===== src/rtl/truth_table_loader.sv =====
// truth_table_loader: streams DEPTH entries into a lookup table, then serves
// combinational reads once the whole table has been written.
module truth_table_loader #(
    parameter int ADDR_W = 3,
    parameter int DATA_W = 2
) (
    input  logic              clk,
    input  logic              rst,
    input  logic              start,
    input  logic              wr_valid,
    input  logic [DATA_W-1:0] wr_data,
    output logic              wr_ready,
    input  logic [ADDR_W-1:0] addr,
    output logic [DATA_W-1:0] data,
    output logic              loaded,
    output logic              busy,
    output logic [ADDR_W:0]   wr_count,
    output logic              overrun
);
    localparam int DEPTH = 2 ** ADDR_W;
    typedef enum logic [1:0] {IDLE, LOAD, DONE} state_t;
    state_t            state_q, state_d;
    logic [ADDR_W-1:0] ptr_q, ptr_d;
    logic [ADDR_W:0]   cnt_q, cnt_d;
    logic              loaded_q, loaded_d, overrun_q, overrun_d;
    logic [DATA_W-1:0] mem_q [DEPTH];
    logic [DATA_W-1:0] mem_d [DEPTH];
    always_comb begin
        state_d   = state_q;
        ptr_d     = ptr_q;
        cnt_d     = cnt_q;
        loaded_d  = loaded_q;
        overrun_d = overrun_q;
        mem_d     = mem_q;
        // start outranks any write beat, in every state
        if (start) begin
            state_d   = LOAD;
            ptr_d     = '0;
            cnt_d     = '0;
            loaded_d  = 1'b0;
            overrun_d = 1'b0;
        end else if (wr_valid && state_q == LOAD) begin
            mem_d[ptr_q] = wr_data;
            ptr_d        = ptr_q + 1'b1;
            cnt_d        = cnt_q + 1'b1;
            if (ptr_q == ADDR_W'(DEPTH - 1)) begin
                state_d  = DONE;
                loaded_d = 1'b1;
            end
        end else if (wr_valid) begin
            overrun_d = 1'b1;
        end
    end
    always_ff @(posedge clk or posedge rst) begin
        if (rst) begin
            state_q   <= IDLE;
            ptr_q     <= '0;
            cnt_q     <= '0;
            loaded_q  <= 1'b0;
            overrun_q <= 1'b0;
            for (int i = 0; i < DEPTH; i++) mem_q[i] <= '0;
        end else begin
            state_q   <= state_d;
            ptr_q     <= ptr_d;
            cnt_q     <= cnt_d;
            loaded_q  <= loaded_d;
            overrun_q <= overrun_d;
            mem_q     <= mem_d;
        end
    end
    assign wr_ready = state_q == LOAD && !start;
    assign busy     = state_q == LOAD;
    assign loaded   = loaded_q;
    assign overrun  = overrun_q;
    assign wr_count = cnt_q;
    assign data     = loaded_q ? mem_q[addr] : '0;
endmodule


===== config.mk =====
export PLATFORM = sky130hd
export DESIGN_NAME = truth_table_loader
export DESIGN_NICKNAME = d
export VERILOG_FILES = /design/src/rtl/truth_table_loader.sv
export SDC_FILE = /design/constraint.sdc
export NUM_CORES = 1
export LEC_CHECK = 0
export BUFFER_PORTS_ARGS = -buffer_cell sky130_fd_sc_hd__buf_2
export CORE_AREA = 2 2 61 63
export DETAILED_ROUTE_END_ITERATION = 6
export DIE_AREA = 0 0 63 65
export HOLD_SLACK_MARGIN = 0.05
export PLACE_DENSITY_LB_ADDON = 0.08
export SLEW_MARGIN = 15
export SYNTH_ARGS = -nofsm -noshare
export SYNTH_HDL_FRONTEND = slang
export SYNTH_SLANG_ARGS = --single-unit
export TNS_END_PERCENT = 30

===== constraint.sdc =====
create_clock -name clk -period 2.1 [get_ports clk]
set_input_delay 0.42 -clock clk [delete_from_list [all_inputs] [get_ports clk]]
set_output_delay 0.42 -clock clk [all_outputs]
set_load 0.02 [all_outputs]

== After elaboration in Yosys (flattened, before gate mapping) ==
Index checks and enable logic that the tools add are counted.
Cells by class
  add/sub/neg operators: 2
  order comparisons: 3
  equal/unequal tests: 3
  muxes and demuxes: 20
  bitwise gates (word level): 3
  reductions and logical operators: 10
Operator list (number)
  bitwise mux 16 bit: 1
  2-to-1 mux 2 bit: 7
  >= comparator 4 bit (second input constant): 2
  2-to-1 mux 4 bit: 2
  inverter 3 -> 4 bit: 2
  binary-select mux 2 bit (select 3 bit): 1
  demux 2 bit (select 3 bit): 1
  2-to-1 mux 1 bit: 6
  2-to-1 mux 3 bit: 2
  AND reduction 2 bit: 3
  nonzero test 2 bit: 3
  adder 4 x 1 -> 4 bit (second input constant): 1
  < comparator 4 x 1 -> 1 bit (second input constant): 1
  adder 3 x 1 -> 3 bit (second input constant): 1
  equality test 3 bit (second input constant): 1
  logical AND 1 bit: 3
  equality test 2 x 1 -> 1 bit (second input constant): 1
  != test 2 bit (second input constant): 1
  logical NOT 1 bit: 1
  inverter 1 bit: 1
Storage, ports and cells
  register bits after elaboration: 27
  input bits: 9
  logic and storage cells: 54

== Depth between registers and ports, before layout ==
Gate-level depths: netlist of run 1.
  word-level depth: 6
  depth in mapped cells: 5

== Least setup slack after synthesis of run 1 ==
Ideal clock, no wire load.
  kind: input-to-output
  start point: in addr[1]
  end point: out data[0]
  data arrival time: 1.125 ns
  required time: 1.680 ns
  setup slack: 0.555 ns
  stages: 3
  buffers on the path: 0
  path through: mux4_2 -> mux2i_1 -> nor2_1
Between the ends
  cells in the longest elaborated chain, start to end: 5
RTL lines
  start, declared: RTL line 13  | input logic [ADDR_W-1:0] addr,
  inverter 3 -> 4 bit (not written as such): RTL line 76  | assign data = loaded_q ? mem_q[addr] : '0;
  binary-select mux 2 bit (select 3 bit): RTL line 76
  2-to-1 mux 2 bit (not written as such) (2 in a row): RTL line 76
  2-to-1 mux 2 bit: RTL line 76
  end, declared: RTL line 14  | output logic [DATA_W-1:0] data,
No other way between the ends. The select of a mux whose other input is x is not followed.

== Worst setup path after layout of run 1 ==
  start point: reg mem_q[1] (netlist bit)
  end point: out data[1]
Between the ends
  cells in the longest elaborated chain, start to end: 4
RTL lines
  start, declared: RTL line 26  | logic [DATA_W-1:0] mem_q [DEPTH];
  start signal, assigned: RTL line 68  | mem_q <= mem_d;
  binary-select mux 2 bit (select 3 bit): RTL line 76
  2-to-1 mux 2 bit (not written as such) (2 in a row): RTL line 76
  2-to-1 mux 2 bit: RTL line 76
No other way between the ends. The select of a mux whose other input is x is not followed.

==> impl_metrics.tcl, run 1 <==
set metrics [dict create \
    worstSetupPathType "reg -> out" \
    path_buf_inv 1 \
    internal_power_mw 0.7626 \
    synth_top_area_share_pct 49.29 \
    avgSynthCellArea_um2 13.33 \
    p_leak_nw 0.7037 \
    clk_pin_slew_worst_paths_ps 140 \
    clockPowerShare_pct 24.5 \
    initialDrtViolationCount 26 \
    fmax_mhz 501.5 \
    synth-edff-count 0 \
    reg2reg_slack_ps 510 \
    placedCellCount 163 \
    crit_fanout 2 \
    pwr-share-seq_pct 59.6 \
    num_rows 22 \
    htreeDepth 1 \
    wl_per_cell_um 15.34 \
    grt.busiest_layer "met2" \
    ys.flop_type "dfrtp_1" \
    core_mm2 0.003496 \
    grt_util_met1_pct 18.82 \
    critical_path_required_ps 1680 \
    grt_util_met3_pct 2.257 \
    cts_buffers 3 \
    finalWirelength_um 2561 \
    post_cts_buffers 0 \
    hpwlAfterDp_um 1910 \
    slowest_delay_ps 480 \
    slew_violations 0 \
    arrival_ps 1570 \
    ant_nets 0 \
    vias 832 \
    setup_violations 0 \
    crit_family "multiplexers" \
    antenna_found_initial 0 \
    cp-start-kind "flop" \
    tritoncts "yes" \
    status "completed" \
    synth_top_area_cell "dfrtp_1" \
    cts_sinks 26 \
    grt_use_total_pct 14.56 \
    ios 19 \
    routabilityCongestion 0.6963 \
    r2r_start "state_q[1]" \
    crit_path_end_kind "primary output" \
    switching_share_pct 26.29 \
    hold_viol_final 0 \
    r2r_end "mem_q[2]" \
    crit_chain "mux4_2, mux2i_1, nor2_1, buf_2" \
    powerDensity_mw_per_mm2 687.4 \
    rr_worst_depth 3 \
    syn_area_mm2 0.001320 \
    dieArea_mm2 0.004095 \
    grt_pass1_vias 886 \
    min_period_ps 1994 \
    dr.pass1.iters 4 \
    clock_path_buffers 2 \
    finalSetupTns_ps 0 \
    drc 0 \
    power_frac_comb_pct 15.9 \
    antenna_cells 0 \
    ys_seq_area_share_pct 49.29 \
    insertion_delay_ps 320 \
    final_nets 132 \
    overflow 0 \
    yosysMostFrequentCell "dfrtp_1" \
    timing.slew.headroom_pct 69.42 \
    rsz0062_at_grt "false" \
    synthCells 99 \
    cap_violations 0 \
    areaGrowthSynthToFinish_pct 14.03 \
    synth_seq_cells 26 \
    slowest_stage "mux4_2" \
    start_util_pct 37.76 \
    hold_path.class "in -> async" \
    worst_pin_slew_ps 458.6 \
    ctsRootBufferMaster "clkbuf_4" \
    grt_max_degree 27 \
    grt_pass1_wl_um 4554 \
    power_switching_mw 0.2720 \
    synth_cell_type_count 26 \
    synthTopCellsByCount "dfrtp_1 (26), mux2_2 (16), nor2_1 (12)" \
    synthesis.nets 111 \
    dieHeight_um 65 \
    cts_hold_buffers 0 \
    grt_use_met2_pct 24.87 \
    final_cells 167 \
    numPortBuffers 18 \
    avgViaCountPerCell 4.982 \
    finClkSkew_ps 6.782 \
    p_total_mw 1.035 \
    fin_crit_sh_pct 94.95 \
    yosysWarnings 0 \
    async_flop_share_pct 100.0 \
    post-route-util_pct 43.06 \
    peakVddDrop_mv 0.2861 \
    drive_gt1_share_pct 42.02 \
    die_w_um 63 \
    synth.area.top_cells "dfrtp_1 (49%), mux2_2 (14%), mux4_2 (6.8%), mux2i_1 (3.8%), nor4b_4 (3.6%)" \
    ctsResizeCount 0 \
]
[sequential cells by signal (all words and copies together), names as in the netlist]
| signal | count |
|---|---|
| mem_q | 16 |
| ptr_q | 3 |
| overrun | 1 |
| wr_count | 4 |
| state_q | 2 |
[metal layers]
layer	wire length (um)	vias up	share of wire, %
li1	-	398	-
met1	1179	412	46
met2	1260	20	49
met3	100	2	3.9
met4	20	0	0.78
met5	0	-	0
[logic make-up after synthesis]
kind of cell	count (synthesis)	synth area share (%)
AOI/OAI and AO/OA	5	1.991
xor gates and xnor gates	3	1.991
adders and majority gates	3	2.844
buffers and inverters	8	2.369
DFF	26	49.29
muxes	25	24.27
and+or+nand+nor	29	17.25
[area by class of cell]
type                            instances  area, um^2
Inverter                                4       15.01
Sequential cell                        26       650.6
Clock buffer                            4       36.28
Timing Repair Buffer                   20       105.1
Fill cell                             360        1991
Multi-Input combinational cell         65       638.1
Tap cell                               48       60.06
[power groups by stage]
stage	registers, mW	clock network, mW	logic [mW]
2_1_floorplan	0.596	0	0.135
3_3_place_gp	0.624	0	0.163
3_5_place_dp	0.625	0	0.168
4_1_cts	0.616	0.267	0.168
5_1_grt	0.625	0.293	0.188
6_report	0.617	0.253	0.165
[stage by stage]
stage               instance area (um^2)  worst slack (ps)  hold WS, ps
finish                              1505             106.2        126.7
global route                        1505             7.802        151.6
CTS                                 1505             93.96        127.4
detailed placement                  1469             237.8        482.0
global placement                    1469             261.7        487.0
floorplan                           1320             555.3        460.0
[tightest hold or removal path: stages]
cell and delay [ps]:
buf_2 90, inv_1 40, buf_4 310
[worst max-delay path by stage]
stage                   from      end  cells past startpoint
global route        mem_q[1]  data[1]                      4
finish              mem_q[1]  data[1]                      4
floorplan            addr[1]  data[0]                      3
global placement     addr[1]  data[1]                      5
detailed placement   addr[1]  data[1]                      5
CTS                 mem_q[1]  data[1]                      4
[cells in the final DEF, fill, tap and decap left out, drive strengths merged, types with 2 or more instances in the layout]
| cell type | netlist | layout |
|---|---|---|
| dfrtp | 26 | 26 |
| nand4b | 3 | 3 |
| nor4b | 2 | 2 |
| buf | 1 | 20 |
| nor2 | 12 | 12 |
| a21oi | 2 | 2 |
| mux4 | 4 | 4 |
| clkbuf | 3 | 4 |
| inv | 4 | 4 |
| mux2 | 16 | 16 |
| o21ai | 2 | 2 |
| xor2 | 3 | 3 |
| nand3 | 2 | 2 |
| ha | 3 | 3 |
| mux2i | 5 | 5 |
Power figures use the tool's default switching activity.
==> inputs of run 2 (changes only) <==
Settings changed: GPL_ROUTABILITY_DRIVEN set to 0, REMOVE_ABC_BUFFERS set to 1.
==> run 2 against run 1 <==
  * Hold slack worse by 5.4 ps
  * First-iteration DRC count is 54% higher
  * Die area stayed put
  * Critical path depth stayed put
  * Sequential cell count stayed put
  * Worst setup slack better by 26 ps
  * Wire length is 3.0% lower
  * Cell count is 0.60% lower
  * Sequential share of layout area is 0.33 points higher
  * Combinational power hardly changed
  * Clock skew is 5.1 ps lower
  * Total power is 4.6% lower
  * Largest cell class unchanged
==> impl_metrics.tcl, run 2 (synthesis gave the netlist of run 1 again) <==
set metrics [dict create \
    fin_crit_sh_pct 93.69 \
    startpoint "mem_q[1]" \
    cts_buffers 3 \
    grt_use_total_pct 14.19 \
    switching_share_pct 26.59 \
    final_nets 132 \
    hold_slack_ps 121.4 \
    cp-start-kind "flop" \
    grt_pass1_wl_um 4367 \
    final_cell_mix "dfrtp_1 (26), buf_2 (17), mux2_2 (16), nor2_1 (12), mux2i_1 (5)" \
    grt_pass1_vias 885 \
    timing.slew.headroom_pct 69.52 \
    dieArea_mm2 0.004095 \
    antenna_found_initial 0 \
    num_rows 22 \
    critical_path_required_ps 1680 \
    worstSetupPathType "reg -> out" \
    rr_worst_depth 3 \
    p_total_mw 0.9867 \
    hold_viol_final 0 \
    fillers 357 \
    min_period_ps 1968 \
    ctsRootBufferMaster "clkbuf_4" \
    finClkSkew_ps 1.634 \
    largest_reg_flops 16 \
    p_leak_nw 0.6966 \
    layout_commonest_cell "dfrtp_1" \
    power_switching_mw 0.2624 \
    overflow 0 \
    worst_pin_slew_ps 457.2 \
    r2r_start "state_q[1]" \
    crit_path_end_kind "primary output" \
    post-route-util_pct 42.73 \
    dr.pass1.iters 4 \
    peakVddDrop_mv 0.2592 \
    finalWirelength_um 2484 \
    place_ws_ps 251.4 \
    power_frac_comb_pct 16.6 \
    avgViaCountPerCell 4.964 \
    powerDensity_mw_per_mm2 660.5 \
    insertion_delay_ps 330 \
    antenna_cells 0 \
    hpwlAfterDp_um 1868 \
    fmax_mhz 508.3 \
    grt_max_degree 27 \
    start_util_pct 37.76 \
    tritoncts "yes" \
    htreeDepth 1 \
    setup_slack_ps 132.5 \
    wl_per_cell_um 14.96 \
    clk_pin_slew_worst_paths_ps 130 \
    initialDrtViolationCount 40 \
    multi_input_area_um2 638.1 \
    areaGrowthSynthToFinish_pct 13.18 \
    die_w_um 63 \
    core_mm2 0.003496 \
    regMostFlops "mem_q" \
    drc 0 \
    pwr-share-seq_pct 61.9 \
    hold_path.class "in -> async" \
    clockPowerShare_pct 21.6 \
    arrival_ps 1550 \
    cts_sinks 26 \
    seqCellArea_um2 650.6 \
    crit_fanout 2 \
    drive_gt1_share_pct 41.53 \
    setup_violations 0 \
    vias 824 \
    ant_nets 0 \
    rsz0062_at_grt "true" \
    dieHeight_um 65 \
    slew_violations 0 \
    cap_violations 0 \
    ios 19 \
    clock_path_buffers 2 \
    status "completed" \
    internal_power_mw 0.7243 \
    numPortBuffers 18 \
]
-- run 2: metal layers --
metal / global-route usage, % / part of all wire, %
met1: 18.30 / 48
met2: 23.40 / 47
met3: 1.736 / 3.2
met4: 7.500 / 2.3
met5: 0 / 0
-- run 2: what timing repair did --
item | 4_1_cts | 5_1_grt
gates resized for setup | 0 | 1
endpoints found under the setup margin | 0 | 1
buffers inserted | 0 | 0
hold buffers | 0 | 0
-- run 2: per-stage QoR --
step                      cell area [um^2]  setup TNS [ps]  std cells
after global routing                  1494          -3.502        166
after global placement                1469               0        163
after detailed placement              1469               0        163
after CTS                             1491               0        166
final                                 1494               0        166
after floorplan                       1304               0         95
-- run 2: power groups by stage --
stage / Sequential (mW) / Combinational, mW / Clock (mW)
after floorplan: 0.606 / 0.120 / 0
after global placement: 0.624 / 0.163 / 0
after detailed placement: 0.620 / 0.166 / 0
after CTS: 0.612 / 0.167 / 0.221
after global routing: 0.622 / 0.184 / 0.251
final: 0.611 / 0.163 / 0.213
-- run 2: critical path, cell delays in order (launching register included) --
cell and delay (ps):
dfrtp_1 410, mux4_2 470, mux2i_1 140, nor2_1 50, buf_2 150
-- run 2: final cells by class --
class	instances	share of cell area, %
Multi-Input combinational cell	65	42.71
Clock buffer	3	1.508
Sequential cell	26	43.55
Timing Repair Buffer	20	7.203
Inverter	4	1.005
Tap cell	48	4.020
-- run 2: worst paths after layout --
check / to / slack, ps
max in group asynchronous: mem_q[15] / 1730
max reg2reg: mem_q[2] / 470
min in group clk: mem_q[7] / 410
max: data[1] / 130
min: mem_q[4] / 120
min reg2reg: overrun / 510
==> inputs of run 3 (changes only) <==
Settings changed: ABC_AREA set to 1, CORE_AREA 2 2 61 63 to 2 2 63 65, CTS_BUF_LIST set to sky130_fd_sc_hd__clkbuf_8, DIE_AREA 0 0 63 65 to 0 0 65 67.
==> run 3 against run 2 <==
  * Non-clock buffer count fell by 1
  * First-iteration DRC count rose by 13%
  * Sequential power rose by 2%
  * Largest power group unchanged
  * Final area rose by 6.8%
  * Largest cell class unchanged
  * Clock power rose by 96%
==> impl_metrics.tcl, run 3 <==
set metrics [dict create \
    drive_gt1_share_pct 12.68 \
    status "completed" \
    synthCells 190 \
    p_leak_nw 0.8703 \
    cts_hold_buffers 0 \
    timing.slew.headroom_pct 59.96 \
    yosysWarnings 0 \
    ctsRootBufferMaster "clkbuf_8" \
    post_cts_buffers 0 \
    hold_slack_ps 184.7 \
    ys.flop_type "dfrtp_1" \
    pwr-share-seq_pct 48.8 \
    switching_share_pct 29.19 \
    die_w_um 65 \
    ctsResizeCount 0 \
    numPortBuffers 18 \
    crit_fanout 9 \
    crit_path_end_kind "primary output" \
    arrival_ps 1310 \
    async_flop_share_pct 100.0 \
    rsz0062_at_grt "false" \
    dieHeight_um 67 \
    grt_use_total_pct 16.17 \
    finalSetupTns_ps 0 \
    final_cells 253 \
    avgViaCountPerCell 4.866 \
    avgSynthCellArea_um2 7.455 \
    finClkSkew_ps 2.822 \
    layout_commonest_cell "nand2_1" \
    grt_pass1_vias 1175 \
    synth_top_area_share_pct 45.94 \
    num_rows 22 \
    worst_pin_slew_ps 599.1 \
    critical_path_required_ps 1680 \
    slew_violations 0 \
    r2r_end "mem_q[12]" \
    ant_nets 0 \
    finalWirelength_um 3041 \
    hold_viol_final 0 \
    grt_max_degree 30 \
    cp-start-kind "input port" \
    yosysMostFrequentCell "nand2_1" \
    placedCellCount 249 \
    ys_seq_area_share_pct 45.94 \
    grt_pass1_wl_um 5388 \
    final_cell_mix "nand2_1 (64), inv_1 (26), dfrtp_1 (26), nand3_1 (22), buf_2 (18)" \
    antenna_found_initial 0 \
    start_util_pct 39.28 \
    fin_crit_sh_pct 82.17 \
    r2r_start "state_q[1]" \
    synth_top_area_cell "dfrtp_1" \
    core_mm2 0.003606 \
    setup_violations 0 \
    synthTopCellsByCount "nand2_1 (64), dfrtp_1 (26), inv_1 (26)" \
    vias 1231 \
    areaGrowthSynthToFinish_pct 12.63 \
    tritoncts "yes" \
    initialDrtViolationCount 45 \
    dr.pass1.iters 4 \
    hpwlAfterDp_um 2244 \
    internal_power_mw 0.9088 \
    rr_worst_depth 6 \
    powerDensity_mw_per_mm2 804.5 \
    ios 19 \
    largest_reg_flops 16 \
    antenna_cells 0 \
    synth.area.top_cells "dfrtp_1 (46%), nand2_1 (17%), nand3_1 (7.8%), nand4_1 (7.1%), inv_1 (6.9%)" \
    syn_area_mm2 0.001416 \
    worstSetupPathType "in -> out" \
    clock_path_buffers 2 \
    wl_per_cell_um 12.02 \
    fmax_mhz 579.5 \
    cts_sinks 26 \
    cts_buffers 3 \
    synth_cell_type_count 17 \
    cap_violations 0 \
    synth-edff-count 0 \
    hold_path.class "in -> async" \
    power_frac_comb_pct 18.7 \
    final_nets 218 \
    htreeDepth 1 \
    peakVddDrop_mv 0.3497 \
    regMostFlops "mem_q" \
    drc 0 \
    insertion_delay_ps 270 \
    synth_seq_cells 26 \
    min_period_ps 1726 \
    reg2reg_slack_ps 510 \
    dieArea_mm2 0.004355 \
    clockPowerShare_pct 32.5 \
    power_switching_mw 0.3746 \
    overflow 0 \
    clk_pin_slew_worst_paths_ps 90 \
]
## run 3: how the worst max path moves through the flow
| stage | startpoint | endpoint | slack [ps] |
|---|---|---|---|
| global route | addr[0] | data[0] | 250 |
| floorplan | addr[0] | data[0] | 650 |
| CTS | addr[0] | data[0] | 400 |
| finish | addr[0] | data[0] | 370 |
| detailed placement | addr[0] | data[0] | 400 |
| global placement | addr[0] | data[1] | 460 |
## run 3: final cells by class
cell class,count,area [um^2]
repair buffers,19,97.59
clock inverters,1,30.03
flip-flops and latches,26,650.6
multi-input cells,129,614.3
clock buffers,3,41.29
fillers,388,2011
inverters,27,101.3
well taps,48,60.06
## run 3: cell families after synthesis
group / after synthesis / synth area share (%)
and+or+nand+nor: 118 / 37.54
buffers and inverters: 35 / 10.69
DFF: 26 / 45.94
AOI/OAI and AO/OA: 7 / 2.562
adders and majority gates: 3 / 2.650
xor gates and xnor gates: 1 / 0.6185
## run 3: worst max-delay path: stages
cell and delay, ps:
buf_2 170, inv_1 150, nand2_1 100, nand3_1 70, nand2_1 90, nor2_1 40
nor2_1 100, buf_2 170
## run 3: routing by layer
metal | GRT usage (%) | wire length [um] | share of wire, %
met5 | 0 | 0 | 0
met4 | 5.585 | 42 | 1.4
met2 | 26.16 | 1385 | 46
met3 | 2.534 | 88 | 2.9
met1 | 21.92 | 1525 | 50
## run 3: power by group through the flow
stage / sequential (mW) / combinational [mW] / clock [mW]
2_1_floorplan: 0.645 / 0.147 / 0
3_3_place_gp: 0.634 / 0.238 / 0
3_5_place_dp: 0.637 / 0.244 / 0
4_1_cts: 0.627 / 0.244 / 0.432
5_1_grt: 0.640 / 0.279 / 0.450
6_report: 0.626 / 0.240 / 0.417
## run 3: stage by stage
step | instance area [um^2] | utilization (%) | worst slack [ps] | power (mW)
floorplan | 1366 | - | 645.6 | 0.7921
global placement | 1524 | 42.26 | 456.1 | 0.8716
detailed placement | 1524 | 42.26 | 400.3 | 0.8806
CTS | 1595 | 44.24 | 400.1 | 1.304
global route | 1595 | 44.24 | 247.9 | 1.368
finish | 1595 | 44.24 | 374.5 | 1.283
